`config.mk`:
```
export PLATFORM = sky130hd
export DESIGN_NAME = pwm_dac
export DESIGN_NICKNAME = d
export VERILOG_FILES = /design/src/rtl/pwm_dac.sv
export SDC_FILE = /design/constraint.sdc
export NUM_CORES = 1
export LEC_CHECK = 0
export ABC_AREA = 1
export BUFFER_PORTS_ARGS = -buffer_cell sky130_fd_sc_hd__buf_4
export CORE_ASPECT_RATIO = 1.25
export CORE_UTILIZATION = 35
export CTS_CLUSTER_DIAMETER = 100
export DETAILED_ROUTE_END_ITERATION = 8
export GPL_TIMING_DRIVEN = 0
export PLACE_DENSITY_LB_ADDON = 0.05
export SYNTH_ARGS = -nofsm -noshare
export SYNTH_HDL_FRONTEND = slang
export SYNTH_SLANG_ARGS = --single-unit
```
`constraint.sdc`:
```
create_clock -name i_clk -period 3.2 [get_ports i_clk]
set_input_delay 0.48 -clock i_clk [delete_from_list [all_inputs] [get_ports i_clk]]
set_output_delay 0.48 -clock i_clk [all_outputs]
set_load 0.01 [all_outputs]
```
`src/rtl/pwm_dac.sv`:
```
// PWM output stage: takes 16-bit two's-complement samples, noise-shapes them down to RES bits
// with first-order error feedback, and emits a glitch-free PWM stream with period 2^RES-1 clocks.
module pwm_dac #(
    parameter int RES = 8
) (
    input  logic        i_clk,
    input  logic        i_rst_n,
    input  logic        i_en,
    input  logic        i_sample_stb,
    input  logic [15:0] i_din,
    input  logic        i_ovr_clr,
    output logic        o_pwm_out,
    output logic        o_period_start,
    output logic        o_overrun
);

    localparam int EW = 16 - RES;
    localparam logic [RES-1:0] CNT_LAST = RES'((2 ** RES) - 2);

    logic [RES-1:0] r_cnt;
    logic [RES-1:0] r_duty;
    logic [EW-1:0]  r_err;
    logic [15:0]    r_hold;
    logic           r_pending;
    logic           r_pwm;
    logic           r_overrun;

    logic           w_period_start;
    logic [15:0]    w_u;
    logic [16:0]    w_sum;
    logic [RES-1:0] w_duty_new;
    logic [RES-1:0] w_duty_eff;
    logic [EW-1:0]  w_err_new;
    logic           w_overrun_evt;

    // Offset-binary conversion plus error feedback; a carry out saturates to full-scale duty.
    always_comb begin
        w_period_start = i_en && (r_cnt == '0);
        w_u            = r_hold ^ 16'h8000;
        w_sum          = {1'b0, w_u} + {{(17 - EW){1'b0}}, r_err};
        if (w_sum[16]) begin
            w_duty_new = '1;
            w_err_new  = '0;
        end else begin
            w_duty_new = w_sum[15:16-RES];
            w_err_new  = w_sum[15-RES:0];
        end
        w_duty_eff     = (r_cnt == '0) ? w_duty_new : r_duty;
        w_overrun_evt  = i_sample_stb && r_pending && !w_period_start;
    end

    always_ff @(posedge i_clk or negedge i_rst_n) begin
        if (!i_rst_n) begin
            r_cnt  <= '0;
            r_duty <= '0;
            r_err  <= '0;
            r_pwm  <= 1'b0;
        end else if (i_en) begin
            r_cnt <= (r_cnt == CNT_LAST) ? '0 : r_cnt + RES'(1);
            r_pwm <= (r_cnt < w_duty_eff);
            if (w_period_start) begin
                r_duty <= w_duty_new;
                r_err  <= w_err_new;
            end
        end else begin
            r_cnt <= '0;
            r_pwm <= 1'b0;
        end
    end

    // A strobe landing on a consuming period start re-arms pending instead of counting as lost.
    always_ff @(posedge i_clk or negedge i_rst_n) begin
        if (!i_rst_n) begin
            r_hold    <= 16'h0000;
            r_pending <= 1'b0;
            r_overrun <= 1'b0;
        end else begin
            if (i_sample_stb) begin
                r_hold    <= i_din;
                r_pending <= 1'b1;
            end else if (w_period_start) begin
                r_pending <= 1'b0;
            end
            if (w_overrun_evt) begin
                r_overrun <= 1'b1;
            end else if (i_ovr_clr) begin
                r_overrun <= 1'b0;
            end
        end
    end

    assign o_pwm_out      = r_pwm;
    assign o_period_start = w_period_start;
    assign o_overrun      = r_overrun;

endmodule

```
Yosys cells after proc, flatten, opt, wreduce, memory -nomap -nowiden
Index checks and enable logic that the tools add are counted.
{"block": "totals", "regBits": 43}
{"block": "op_classes", "bitwise": 1, "add_sub_neg": 2, "n_mux": 10, "order_cmp": 1, "reduce_logical": 8, "eq_ne": 1}
{"cell": "8-bit 2-to-1 mux", "count": 5}
{"cell": "16-bit by 8-bit adder with 17-bit output", "count": 1}
{"cell": "8-bit by 1-bit adder with 8-bit output (second input constant)", "count": 1}
{"cell": "8-bit == test (second input constant)", "count": 1}
{"cell": "8-bit zero test", "count": 1}
{"cell": "8-bit less-than comparator", "count": 1}
{"cell": "1-bit 2-to-1 mux", "count": 5}
{"cell": "2-bit nonzero test", "count": 2}
{"cell": "1-bit logical AND", "count": 3}
{"cell": "2-bit AND reduction", "count": 1}
{"cell": "1-bit zero test", "count": 1}
{"cell": "1-bit inverter", "count": 1}

Depth between registers and ports, before layout
{"block": "depth", "word_depth": 6, "ltp_mapped": 21, "mapped_depth_nobuf": 21}

Least setup slack after synthesis
No wires, ideal clock.
{"block": "synth_path", "path_kind": "reg-to-reg", "start": "reg r_err[0]", "end": "reg r_pwm (netlist: o_pwm_out)", "arrival_ns": 2.273, "stages_incl_launch_ff": 14, "path_buffers": 0, "required_ns": 3.127, "setup_slack_ns": 0.854, "setup_ns": 0.073, "path_cell_list": "dfrtp_1 -> ha_1 -> fa_1 -> nand3_1 -> nand3_2 -> nand2_2 -> nand2_4 -> nand2_4 -> nand3_2 -> o21bai_2 -> ha_1 -> a211oi_1 -> nand3_1 -> a21oi_2"}
{"block": "synth_between", "elab_chain_len": 5}
{"element": "start: declaration", "line": "22", "text": "logic [EW-1:0] r_err;"}
{"element": "start signal: assignment", "line": "63", "text": "r_err <= w_err_new;"}
{"element": "16-bit by 8-bit adder with 17-bit output", "line": "40", "text": "w_sum = {1'b0, w_u} + {{(17 - EW){1'b0}}, r_err};"}
{"element": "8-bit 2-to-1 mux", "line": "41", "text": "if (w_sum[16]) begin"}
{"element": "8-bit 2-to-1 mux", "line": "48", "text": "w_duty_eff = (r_cnt == '0) ? w_duty_new : r_duty;"}
{"element": "8-bit less-than comparator", "line": "60", "text": "r_pwm <= (r_cnt < w_duty_eff);"}
{"element": "1-bit 2-to-1 mux", "line": "58", "text": "end else if (i_en) begin"}
{"element": "end signal: assignment", "line": "60"}
{"element": "end: declaration", "line": "25", "text": "logic r_pwm;"}
No other way between the ends.
A chain may end at the register's enable or synchronous reset.

Worst setup path in the final report
Ends and elaborated chain as after synthesis.

==> summary.txt <==
Placed inst area: 3004 um2
Sequential cell area fraction in the yosys report: 0.3961
Die W: 80.80 um
Setup bufs post-CTS: 0
H-tree levels: 2
GRT Total Usage: 0.1569
Port buffer count: 23
Fin crit share: 0.8278
Crit-path max FO: 9
Fin. max-slew vios: 0
Post-Route Skew: 12.94 ps
Clock Sink Count: 43
Worst hold path class: in -> async
Largest family of logic cells by synthesized area: simple AND/OR/NAND/NOR gates
CP endpoint kind: register
First-pass DRT Iterations: 4
Fin. Hold Viols: 0
Remaining DRCs: 0
Largest net degree at the start of global routing: 44
Met3 WL: 134 um
Async S/R FF share, synth: 1.000
Synth Area in Adders: 0.09028
Top layer used by detailed routing: met4
Num CTS Buffers: 5
Simple-gate share of the synthesized area: 0.3206
Hold-fix buffer count after cts: 0
Setup TNS: 0 ps
Vias in the first global route: 2100
Post-CTS resize count: 0
Via/cell ratio: 4.761
Peak supply drop: 0.2341 mV
WHS: 154.4 ps
Via Count: 2152
Rel. slew slack: 0.4334
XOR/XNOR Fraction of Synth Area: 0.01612
Share of cells above drive strength 1: 0.2417
Yosys cell types: 40
Max clock buf depth: 2
Compound-gate portion of the synthesized area: 0.1050
F_max: 377.5 MHz
Grt ovf: 0
WS Path Type: reg -> reg
Number of synthesis warnings: 0
CP Launch Type: register
Initial core utilization: 0.3649
Crit path time final: 2649 ps
Area Overhead vs Synth: 14.92%
Logic pwr share: 0.365
Number of synthesized register bits: 43
RSZ-0062 raised after global routing: false
Core area: 7445 um2
Leak: 0.001594 uW
Status: completed
Synth Instances: 329
Avg Cell Area, Syn: 8.256 um2
Design area: 3122 um2
Final nets: 399
CP required: 3430 ps
M1 WL: 2565 um
Switching share of power: 0.3601
Worst skew pair latency: 300 ps
Power Dens Cells: 589.2 nW/um2
CTS clk-pin slew, worst paths: 90 ps
WL met2: 2911 um
Setup-failing EPs final: 0
Initial antenna violation count: 0
N_diodes: 0
Clock network power share: 0.248
Number of enable flip-flop cells after synthesis: 0
Least-Margin Pin Slew: 840.7 ps
CTS tree: yes
Total Routed Length: 5673 um
Final ANT Viol Nets: 0
Dpl hpwl: 4341 um
Worst EP arrival: 2880 ps
I/O pin total: 24
Internal power: 1177 uW
Initial drt markers: 79
Filler instances: 782
Area of the mapped netlist: 2716 um2
First-pass GRT wire length: 9860 um
Max-Cap Viols: 0
Switching pwr: 662.3 uW
Fraction of synthesized area in multiplexers: 0.003685
Die footprint: 8119 um2
Finished Core Util: 0.4193
Post-synth top flop: dfrtp_1
Per-cell routed wire length: 12.55 um
Placement row count: 35
Die Y: 100.5 um
Sequential Power Share: 0.387
Root Driver: clkbuf_8
RePlAce Congestion: 0.7865
Synth Net Count: 369
## cells in the mapped netlist, drive strengths merged, types with 2 or more instances
cell | count | area, um2
nand2 | 114 | 493.0
dfrtp | 43 | 1076
inv | 40 | 155.1
nor2 | 23 | 126.4
o21ai | 22 | 117.6
nand3 | 21 | 135.1
ha | 18 | 225.2
a21oi | 11 | 73.83
nor3 | 7 | 45.04
nand4 | 5 | 46.29
xnor2 | 4 | 35.03
clkbuf | 3 | 11.26
a22o | 2 | 17.52
a31oi | 2 | 12.51
buf | 2 | 18.77
o22ai | 2 | 18.77
or2 | 2 | 12.51
## metal layers
layer | vias to the layer above | track usage
met5 | - | 0
met4 | 0 | 0.04121
met3 | 6 | 0.02715
met2 | 23 | 0.2849
met1 | 998 | 0.1882
li1 | 1125 | -
## registers in the layout (all words and copies together) (netlist names)
signal and count:
o_overrun 1, r_cnt 8, r_duty 8, r_hold 16, o_pwm_out 1, r_err 8
r_pending 1
## path summary, 6_finish.rpt
| kind | cells past startpoint | slack (ps) | startpoint | to |
|---|---|---|---|---|
| min in group i_clk | 2 | 370 | i_ovr_clr | o_overrun |
| worst max register to register | 13 | 550 | r_err[0] | o_pwm_out |
| worst max-delay path | 13 | 550 | r_err[0] | o_pwm_out |
| worst min register to register | 2 | 470 | r_pending | r_pending |
| max in group asynchronous | 1 | 2640 | i_rst_n | r_hold[1] |
| worst min-delay path | 1 | 150 | i_rst_n | r_cnt[2] |
## cell families (layout without fill, tap and decap cells)
family / Yosys count / after routing
simple gates: 173 / 173
buf+inv: 45 / 76
compound gates: 43 / 43
flops: 43 / 43
fa+ha+maj: 19 / 19
xor+xnor: 5 / 5
mux: 1 / 1
## layout make-up
| cell class | instances | area (um2) | area share |
|---|---|---|---|
| flip-flops and latches | 43 | 1076 | 0.3447 |
| plain buffers | 5 | 30.03 | 0.009619 |
| inverters | 40 | 155.1 | 0.04970 |
| clock buffers | 6 | 82.58 | 0.02645 |
| multi-input cells | 241 | 1455 | 0.4661 |
| clock inverters | 2 | 35.03 | 0.01122 |
| repair buffers | 23 | 172.7 | 0.05531 |
| well taps | 92 | 115.1 | 0.03687 |
## critical path: stages (launching register included)
cell and delay (ps):
dfrtp_1 400, ha_1 230, fa_1 400, nand3_1 110
nand3_2 110, nand2_2 110, nand2_4 70, nand2_4 140
nand3_2 130, o21bai_2 140, ha_1 250, a211oi_1 250
nand3_1 120, a21oi_2 120
## cells in the final DEF (no fill, tap or decap), drive strengths merged
| cell | count |
|---|---|
| nand2 | 114 |
| clkinv | 1 |
| inv | 40 |
| o21bai | 1 |
| or2 | 2 |
| a31oi | 2 |
| o41ai | 1 |
| nand4 | 5 |
| o21ai | 22 |
| xnor2 | 4 |
| a211oi | 1 |
| xor2 | 1 |
| ha | 18 |
| a22o | 2 |
| nor2 | 23 |
| mux2i | 1 |
| nand3 | 21 |
| fa | 1 |
| dfrtp | 43 |
| clkbuf | 9 |
| nor3 | 7 |
| a32o | 1 |
| nor4 | 1 |
| bufinv | 1 |
| buf | 25 |
| o22ai | 2 |
| a21oi | 11 |
## power groups by stage
stage | sequential [uW] | combinational [uW] | clock [uW]
2_1_floorplan | 708 | 540 | 0
3_3_place_gp | 721 | 673 | 0
3_5_place_dp | 723 | 680 | 0
4_1_cts | 713 | 684 | 467
5_1_grt | 731 | 761 | 492
6_report | 712 | 671 | 456
## metrics by stage
step | total power, uW | setup slack (ps) | instances
final | 1839 | 551.1 | 452
after global routing | 1984 | 332.9 | 452
after floorplan | 1248 | 853.9 | 329
after global placement | 1394 | 560.1 | 444
after detailed placement | 1402 | 551.4 | 444
after CTS | 1864 | 500.8 | 452
Power figures use the tool's default switching activity.
